--- src/rtl/uvmt_cv32e40s_pkg.sv ---
// Shared definitions for the cv32e40s OBI verification environment:
// master IDs and the default outstanding-transaction limit.
package uvmt_cv32e40s_pkg;

  typedef enum logic {
    OBI_ID_INSTR = 1'b0,
    OBI_ID_DATA  = 1'b1
  } obi_id_e;

  localparam int unsigned OBI_MAX_OUTSTANDING_DEFAULT = 2;

  function automatic obi_id_e obi_other_id(input obi_id_e id);
    return (id == OBI_ID_INSTR) ? OBI_ID_DATA : OBI_ID_INSTR;
  endfunction

endpackage

--- src/rtl/cv32e40s_fv_obi_id_fifo.sv ---
// FIFO of master IDs for accepted-but-unanswered OBI transactions.
// A push and a pop in the same cycle are both applied.
module cv32e40s_fv_obi_id_fifo
  import uvmt_cv32e40s_pkg::*;
#(
  parameter int unsigned DEPTH = OBI_MAX_OUTSTANDING_DEFAULT
) (
  input  logic    clk,
  input  logic    reset_n,
  input  logic    push_i,
  input  obi_id_e id_i,
  input  logic    pop_i,
  output logic    full_o,
  output logic    empty_o,
  output obi_id_e head_o
);

  localparam int unsigned PTR_W = (DEPTH > 1) ? $clog2(DEPTH) : 1;
  localparam int unsigned CNT_W = $clog2(DEPTH + 1);

  obi_id_e          mem_q [DEPTH];
  logic [PTR_W-1:0] wr_ptr_q, wr_ptr_d;
  logic [PTR_W-1:0] rd_ptr_q, rd_ptr_d;
  logic [CNT_W-1:0] count_q, count_d;
  logic             do_push;
  logic             do_pop;

  function automatic logic [PTR_W-1:0] ptr_inc(input logic [PTR_W-1:0] p);
    return (p == PTR_W'(DEPTH - 1)) ? '0 : p + PTR_W'(1);
  endfunction

  assign full_o  = (count_q == CNT_W'(DEPTH));
  assign empty_o = (count_q == '0);
  assign head_o  = mem_q[rd_ptr_q];

  assign do_push = push_i & ~full_o;
  assign do_pop  = pop_i & ~empty_o;

  always_comb begin
    wr_ptr_d = do_push ? ptr_inc(wr_ptr_q) : wr_ptr_q;
    rd_ptr_d = do_pop ? ptr_inc(rd_ptr_q) : rd_ptr_q;
    count_d  = count_q;
    case ({do_push, do_pop})
      2'b10:   count_d = count_q + CNT_W'(1);
      2'b01:   count_d = count_q - CNT_W'(1);
      default: count_d = count_q;
    endcase
  end

  always_ff @(posedge clk or negedge reset_n) begin
    if (!reset_n) begin
      wr_ptr_q <= '0;
      rd_ptr_q <= '0;
      count_q  <= '0;
      for (int i = 0; i < int'(DEPTH); i++) begin
        mem_q[i] <= OBI_ID_INSTR;
      end
    end else begin
      wr_ptr_q <= wr_ptr_d;
      rd_ptr_q <= rd_ptr_d;
      count_q  <= count_d;
      if (do_push) begin
        mem_q[wr_ptr_q] <= id_i;
      end
    end
  end

endmodule

--- src/rtl/cv32e40s_fv_obi_arbiter.sv ---
// Two-to-one OBI arbiter: round-robin between instruction and data masters,
// holds an ungranted address phase, and routes responses by issue order.
module cv32e40s_fv_obi_arbiter
  import uvmt_cv32e40s_pkg::*;
#(
  parameter int unsigned ADDR_WIDTH      = 32,
  parameter int unsigned DATA_WIDTH      = 32,
  parameter int unsigned MAX_OUTSTANDING = OBI_MAX_OUTSTANDING_DEFAULT
) (
  input  logic                              clk,
  input  logic                              reset_n,
  input  logic [1:0]                        m_req_i,
  output logic [1:0]                        m_gnt_o,
  input  logic [1:0][ADDR_WIDTH-1:0]        m_addr_i,
  input  logic [1:0]                        m_we_i,
  input  logic [1:0][DATA_WIDTH/8-1:0]      m_be_i,
  input  logic [1:0][DATA_WIDTH-1:0]        m_wdata_i,
  output logic [1:0]                        m_rvalid_o,
  output logic [1:0][DATA_WIDTH-1:0]        m_rdata_o,
  output logic [1:0]                        m_err_o,
  output logic                              s_req_o,
  input  logic                              s_gnt_i,
  output logic [ADDR_WIDTH-1:0]             s_addr_o,
  output logic                              s_we_o,
  output logic [DATA_WIDTH/8-1:0]           s_be_o,
  output logic [DATA_WIDTH-1:0]             s_wdata_o,
  input  logic                              s_rvalid_i,
  input  logic [DATA_WIDTH-1:0]             s_rdata_i,
  input  logic                              s_err_i,
  output logic                              proto_err_o
);

  localparam int unsigned BE_WIDTH = DATA_WIDTH / 8;

  obi_id_e                 sel_q, sel_d;
  obi_id_e                 last_q, last_d;
  logic                    lock_q, lock_d;
  logic                    proto_err_q, proto_err_d;
  logic [ADDR_WIDTH-1:0]   addr_q;
  logic                    we_q;
  logic [BE_WIDTH-1:0]     be_q;
  logic [DATA_WIDTH-1:0]   wdata_q;

  obi_id_e                 owner;
  logic                    blocked;
  logic                    handshake;
  logic                    resp_valid;
  logic                    lock_drop;
  logic                    lock_change;
  logic                    spurious_rsp;

  logic                    fifo_full;
  logic                    fifo_empty;
  obi_id_e                 fifo_head;

  // A pending address phase pins the owner; otherwise round-robin on ties.
  always_comb begin
    owner = obi_other_id(last_q);
    if (lock_q) begin
      owner = sel_q;
    end else if (m_req_i == 2'b01) begin
      owner = OBI_ID_INSTR;
    end else if (m_req_i == 2'b10) begin
      owner = OBI_ID_DATA;
    end
  end

  assign blocked   = fifo_full;
  assign s_req_o   = ~blocked & m_req_i[owner];
  assign handshake = s_req_o & s_gnt_i;

  assign s_addr_o  = m_addr_i[owner];
  assign s_we_o    = m_we_i[owner];
  assign s_be_o    = m_be_i[owner];
  assign s_wdata_o = m_wdata_i[owner];

  always_comb begin
    m_gnt_o        = '0;
    m_gnt_o[owner] = handshake;
  end

  assign resp_valid = s_rvalid_i & ~fifo_empty;

  always_comb begin
    m_rvalid_o            = '0;
    m_rvalid_o[fifo_head] = resp_valid;
    for (int m = 0; m < 2; m++) begin
      m_rdata_o[m] = resp_valid ? s_rdata_i : '0;
      m_err_o[m]   = s_err_i & m_rvalid_o[m];
    end
  end

  cv32e40s_fv_obi_id_fifo #(
    .DEPTH (MAX_OUTSTANDING)
  ) u_id_fifo (
    .clk     (clk),
    .reset_n (reset_n),
    .push_i  (handshake),
    .id_i    (owner),
    .pop_i   (resp_valid),
    .full_o  (fifo_full),
    .empty_o (fifo_empty),
    .head_o  (fifo_head)
  );

  assign lock_d = s_req_o & ~s_gnt_i;
  assign sel_d  = lock_d ? owner : sel_q;
  assign last_d = handshake ? owner : last_q;

  // The held address phase is compared against what was presented when it locked.
  assign lock_drop    = lock_q & ~m_req_i[sel_q];
  assign lock_change  = lock_q & m_req_i[sel_q] &
                        ((m_addr_i[sel_q] != addr_q) | (m_we_i[sel_q] != we_q) |
                         (m_be_i[sel_q] != be_q) | (m_wdata_i[sel_q] != wdata_q));
  assign spurious_rsp = s_rvalid_i & fifo_empty;
  assign proto_err_d  = proto_err_q | lock_drop | lock_change | spurious_rsp;

  assign proto_err_o = proto_err_q;

  always_ff @(posedge clk or negedge reset_n) begin
    if (!reset_n) begin
      sel_q       <= OBI_ID_INSTR;
      last_q      <= OBI_ID_DATA;
      lock_q      <= 1'b0;
      proto_err_q <= 1'b0;
      addr_q      <= '0;
      we_q        <= 1'b0;
      be_q        <= '0;
      wdata_q     <= '0;
    end else begin
      sel_q       <= sel_d;
      last_q      <= last_d;
      lock_q      <= lock_d;
      proto_err_q <= proto_err_d;
      if (lock_d) begin
        addr_q  <= m_addr_i[owner];
        we_q    <= m_we_i[owner];
        be_q    <= m_be_i[owner];
        wdata_q <= m_wdata_i[owner];
      end
    end
  end

endmodule

--- config.mk ---
export PLATFORM = sky130hd
export DESIGN_NAME = cv32e40s_fv_obi_arbiter
export DESIGN_NICKNAME = d
export VERILOG_FILES = /design/src/rtl/uvmt_cv32e40s_pkg.sv /design/src/rtl/cv32e40s_fv_obi_id_fifo.sv /design/src/rtl/cv32e40s_fv_obi_arbiter.sv
export SDC_FILE = /design/constraint.sdc
export NUM_CORES = 1
export LEC_CHECK = 0
export CAP_MARGIN = 10
export CORE_MARGIN = 5
export CORE_UTILIZATION = 40
export DETAILED_ROUTE_END_ITERATION = 8
export PLACE_DENSITY = 0.82
export SETUP_SLACK_MARGIN = 0.2
export SYNTH_ARGS = -nofsm -noshare
export SYNTH_HDL_FRONTEND = slang
export SYNTH_HIERARCHICAL = 1
export SYNTH_SLANG_ARGS = --single-unit
--- constraint.sdc ---
create_clock -name clk -period 2.9 [get_ports clk]
set_input_delay 0.29 -clock clk [delete_from_list [all_inputs] [get_ports clk]]
set_output_delay 0.29 -clock clk [all_outputs]
set_load 0.02 [all_outputs]
-- After elaboration in Yosys (flattened, before gate mapping)
Cells that the tools add are included.
- bits in registers: 79
- input bits: 177
- logic and storage cells: 103
- add/subtract/negate cells: 4
- magnitude comparators: 8
- equal/unequal tests: 9
- muxes and demuxes: 38
- bitwise gates (word level): 26
- reduce and logical (&&, ||, !) cells: 5
- operator list (kind ; count):
    two-way mux 32 bit ; 9
    != test 32 bit ; 2
    two-way mux 1 bit ; 20
    two-way mux 4 bit ; 4
    AND 1 bit ; 12
    equality test 2 bit (second input constant) ; 3
    less-than comparator 1 x 2 -> 1 bit (second input constant) ; 3
    OR 1 bit ; 6
    AND 2 bit ; 2
    equality test 2 x 1 -> 1 bit (second input constant) ; 2
    greater-or-equal comparator 2 bit (second input constant) ; 2
    != test 4 bit ; 1
    NOT 1 bit ; 4
    NOT 1 -> 2 bit ; 2
    case mux 2 bit (2 select lines) ; 1
    demux 1 bit (select 1 bit) ; 3
    logical AND 1 bit ; 3
    adder 1 bit (second input constant) ; 2
    adder 2 x 1 -> 2 bit (second input constant) ; 1
    bitwise mux 2 bit ; 1
    greater-or-equal comparator 1 bit (second input constant) ; 2
    zero test 2 bit ; 1
    less-than comparator 2 x 1 -> 1 bit (second input constant) ; 1
    nonzero test 2 bit ; 1
    2 further kinds ; 2

-- Logic depth before layout (Yosys ltp)
- depth in word-level cells: 11
- depth in mapped cells: 12

-- Modules after synthesis
The synthesis kept the hierarchy.
- by module, submodules not included (module ; times used ; cells an instance ; area each (um^2) ; sequential area each (um^2)):
    cv32e40s_fv_obi_arbiter ; 1 ; 627 ; 5556.6 ; 1828.0
    cv32e40s_fv_obi_id_fifo ; 1 ; 23 ; 282.8 ; 150.1

-- Worst setup path after synthesis
OpenSTA, ideal clock, no wires.
- path kind: reg2reg
- start point: reg last_q
- end point: reg u_id_fifo.count_q[1]
- library setup time: 0.079 ns
- arrival time: 2.410 ns
- data required time: 2.821 ns
- path slack: 0.410 ns
- cell stages (with the launch flop): 11
- path buffers: 0
- path through: dfstp_2 a21boi_1 o31ai_4 mux2i_1 nor2_1 nand2_1 inv_1 nand2_1 ha_1 nor2_1 xor2_1
- word-level cells in the longest chain between the ends: 11
- elaborated cells between the ends (all ways): 13
- ends and longest elaborated chain (item ; line ; text):
    start: declaration ; cv32e40s_fv_obi_arbiter.sv:36 ; obi_id_e last_q, last_d;
    start signal: assignment ; cv32e40s_fv_obi_arbiter.sv:132 ; last_q <= last_d;
    two-way mux 1 bit * ; uvmt_cv32e40s_pkg.sv:13 ; return (id == OBI_ID_INSTR) ? OBI_ID_DATA : OBI_ID_INSTR;
    two-way mux 1 bit * ; cv32e40s_fv_obi_arbiter.sv:63 ; end else if (m_req_i == 2'b10) begin
    two-way mux 1 bit * ; cv32e40s_fv_obi_arbiter.sv:61 ; end else if (m_req_i == 2'b01) begin
    two-way mux 1 bit * ; cv32e40s_fv_obi_arbiter.sv:59 ; if (lock_q) begin
    two-way mux 1 bit (implied by the code) * (2 in series) ; cv32e40s_fv_obi_arbiter.sv:69 ; assign s_req_o = ~blocked & m_req_i[owner];
    AND 1 bit * ; cv32e40s_fv_obi_arbiter.sv:69 ;
    named net s_req_o ; cv32e40s_fv_obi_arbiter.sv:21 ; output logic s_req_o,
    AND 1 bit * ; cv32e40s_fv_obi_arbiter.sv:70 ; assign handshake = s_req_o & s_gnt_i;
    named net handshake ; cv32e40s_fv_obi_arbiter.sv:46 ; logic handshake;
    AND 1 bit * ; cv32e40s_fv_obi_id_fifo.sv:36 ; assign do_push = push_i & ~full_o;
    equality test 2 x 1 -> 1 bit or equality test 2 bit (tied branches) ; cv32e40s_fv_obi_id_fifo.sv:43 ; case ({do_push, do_pop})
    case mux 2 bit (2 select lines) or nonzero test 2 bit (tied branches) ; n/a ;
    end signal: assignment ; cv32e40s_fv_obi_id_fifo.sv:61 ; count_q <= count_d;
    end: declaration ; cv32e40s_fv_obi_id_fifo.sv:24 ; logic [CNT_W-1:0] count_q, count_d;
The timed path passes the listed nets; every way through them passes the cells marked *. The select of a mux whose other input is x is not followed.
A chain may end at the register's enable or synchronous reset.

-- Final worst setup path
- start point: in m_req_i[1]
- end point: out s_addr_o[29]
- word-level cells in the longest chain between the ends: 6
- elaborated cells between the ends (all ways): 7
- ends and longest elaborated chain (item ; line ; text):
    start: declaration ; cv32e40s_fv_obi_arbiter.sv:12 ; input logic [1:0] m_req_i,
    equality test 2 bit ; cv32e40s_fv_obi_arbiter.sv:63 ;
    two-way mux 1 bit ; cv32e40s_fv_obi_arbiter.sv:63 ;
    two-way mux 1 bit * ; cv32e40s_fv_obi_arbiter.sv:61 ;
    two-way mux 1 bit * ; cv32e40s_fv_obi_arbiter.sv:59 ;
    two-way mux 32 bit (implied by the code) * (2 in series) ; cv32e40s_fv_obi_arbiter.sv:72 ; assign s_addr_o = m_addr_i[owner];
    end: declaration ; cv32e40s_fv_obi_arbiter.sv:23 ; output logic [ADDR_WIDTH-1:0] s_addr_o,
Every way passes the cells marked *; elsewhere a longest branch is shown, timed or not. The select of a mux whose other input is x is not followed.

==> results.toml <==
[run_status]
status = "complete, but fails checks"
violations = "negative hold slack"

[clock_network]
cts_tree = "done"
cts_sinks = 79
holdBufCountCts = 0
clk_latency_ns = 0.35
clockRootBuffer = "clkbuf_16"
clk_path_buf_depth = 2
cts_buffers = 9
path_clk_slew_ns = 0.07
htreeDepth = 3

[critical_path]
critical_path_arrival_ns = 2.45
start_kind = "input pin"
path_max_fanout = 24
crit-reg2reg-launch = "sel_q"
required_ns = 2.61
max_stage_delay_ns = 0.51
end_kind = "output port"
critical_path_class = "input pin to output port"
path_cells = "clkdlybuf4s50_1, a21boi_1, o31ai_4, buf_4, buf_4, inv_2, bufbuf_16, nand2_1, nand2_1, clkdlybuf4s15_1"
cp_slowest_cell = "clkdlybuf4s50_1"
ff2ff_path_depth = 8
startpoint = "m_req_i[1]"

[timing]
tightest_slew_ns = 0.7163
fin_crit_sh = 0.9452
setup_viol = 0
finalSetupTns_ns = 0
slew_headroom = 0.5225
grt_setup_unrepaired = "true"
hold_slack_ns = -0.01758
drv_slew = 0
fmax_mhz = 364.8
layout_setup_ws_ns = 0.1590
hold_viol = 6
layout_min_cycle_time_ns = 2.741
skew_ns = 0.01569

[floorplan]
design.core.area_um2 = 14420
ios = 318
die_h_um = 130.8
die-area_um2 = 17120
start_util = 0.4048
rows = 44
dieWidth_um = 130.8

[synthesis]
synth_flop_cell = "dfrtp_1"
synth.net_count = 828
synthSimpleGateAreaFrac = 0.2068
synth_compound_gate_area_share = 0.01543
synth_top_family_by_area = "multiplexers"
syn_inst = 650
synth_edf_count = 0
syn_avg_cell_area_um2 = 8.984
syn_area_um2 = 5839
muxShareOfSynthArea = 0.2685
synthArstFlopShare = 1.000
synth_xor_area_frac = 0.1020
seq_area_frac_synth = 0.3388
synth-seq-cells = 79
synthAdderAreaFrac = 0.002143
synth.distinct_cells = 34
yosys_warnings = 6

[finish]
final_cell_mix = "clkdlybuf4s50_1, nand2_1, dfrtp_1"
drive_gt1_frac = 0.1479
layout_commonest_cell = "clkdlybuf4s50_1"
areaGrowthSynthToFinish_pct = 59.91
layout.nets = 1113
final_area_um2 = 9338

[job]
maxCapViolCount = 0

[power_and_ir_drop]
switching_share = 0.4247
peakVddDrop_mv = 0.5170
p_leak_nw = 4.322
power_switching_mw = 3.796
power_density_nw_per_um2 = 957.2
pwr-share-clk = 0.140
p_int_mw = 5.142
combPwrFrac = 0.630
total_power_mw = 8.938
power_frac_seq = 0.231

[route]
drt_iter0_markers = 245
routed_wl_mm = 20.75
drc = 0
num_vias = 5589
wl_per_cell_um = 18.39
first_pass_iters = 4
antenna_left = 0
vias_per_cell = 4.955

[global_routing]
grt_max_degree = 51
gr-total-overflow = 0
grt_pass1_wl_mm = 30.20
grt_pass1_vias = 5587
grt_usage = 0.2319
antenna_found_initial = 4

[placement]
placed_area_um2 = 9061
gp_congestion = 0.8420
numPortBuffers = 317
dp_hpwl_mm = 16.11
preCtsSetupSlack_ns = 0.07699

[hold_path]
hold_class = "input pin to asynchronous set/reset pin"
Yosys cell counts (all sizes together), types with 3 or more instances:
master | number | area, um^2
inv | 3 | 11.26
xor2 | 20 | 175.2
nand4 | 8 | 50.05
and2 | 34 | 212.7
xnor2 | 48 | 420.4
nor2b | 4 | 25.02
clkbuf | 15 | 56.30
mux2 | 77 | 867.1
dfrtp | 78 | 1952
nand2 | 204 | 765.7
buf | 49 | 320.3
mux2i | 70 | 700.7
nor4 | 12 | 75.07
a21oi | 3 | 15.01
nor2 | 8 | 30.03
area by class of cell:
cell class	instances	area [um^2]
sequential	79	1982
antenna	4	10.01
tap	184	230.2
clock buffer	10	239.0
inverter	3	11.26
timing repair buffer	338	3299
fill	1240	5086
clock inverter	6	83.83
multi-input combinational	504	3482
logic make-up (layout without fill, tap and decap cells):
family	Yosys count	after routing
DFF	79	79
buffers and inverters	67	357
xor gates and xnor gates	68	68
AOI/OAI and AO/OA	11	11
other	0	4
adders and majority gates	1	1
and+or+nand+nor	277	277
muxes	147	147
layer usage:
metal / routed length, um / track usage
met1: 7782 / 0.2625
met4: 557 / 0.1034
met2: 10670 / 0.4059
met3: 1734 / 0.06545
met5: 0 / 0
through the flow:
step                      cells    util
after floorplan             650       -
final                      1128  0.6474
after CTS                  1121  0.6492
after global placement     1100  0.6282
after detailed placement   1100  0.6282
after global routing       1128  0.6474
path summary, 6_finish.rpt:
check | end | slack, ns
max | s_addr_o[29] | 0.16
min | be_q[3] | -0.02
max reg2reg | proto_err_o | 0.35
min reg2reg | u_id_fifo/rd_ptr_q | 0.49
max in group asynchronous | last_q | 2.21
min in group clk | u_id_fifo/rd_ptr_q | 0.49
what timing repair did:
action / CTS / global route
cloned: 1 / 1
setup buffers: 4 / 2
hold endpoints to repair: 0 / 0
resized for setup: 70 / 47
endpoints found under the setup margin: 71 / 28
pin swaps: 0 / 1
registers in the layout (all words and copies together) (netlist names):
signal	cells
u_id_fifo/wr_ptr_q	1
u_id_fifo/rd_ptr_q	1
be_q	4
wdata_q	32
u_id_fifo/count_q	2
proto_err_o	1
we_q	1
last_q	1
lock_q	1
u_id_fifo/mem_q	2
sel_q	1
addr_q	32
worst max-delay path, delay by kind of cell:
family | cells | cell delay, ns
AO/OA/AOI/OAI | 2 | 0.42
buffers and inverters | 6 | 1.58
AND/OR/NAND/NOR | 2 | 0.14
power groups by stage:
stage / clock network, mW / registers [mW] / logic [mW]
2_1_floorplan: 0 / 1.97 / 3.68
3_3_place_gp: 0 / 2.08 / 5.69
3_5_place_dp: 0 / 2.11 / 5.74
4_1_cts: 1.27 / 2.06 / 5.64
5_1_grt: 1.31 / 2.13 / 6.07
6_report: 1.25 / 2.06 / 5.63
Note: power is estimated with default switching activity, not from simulation.
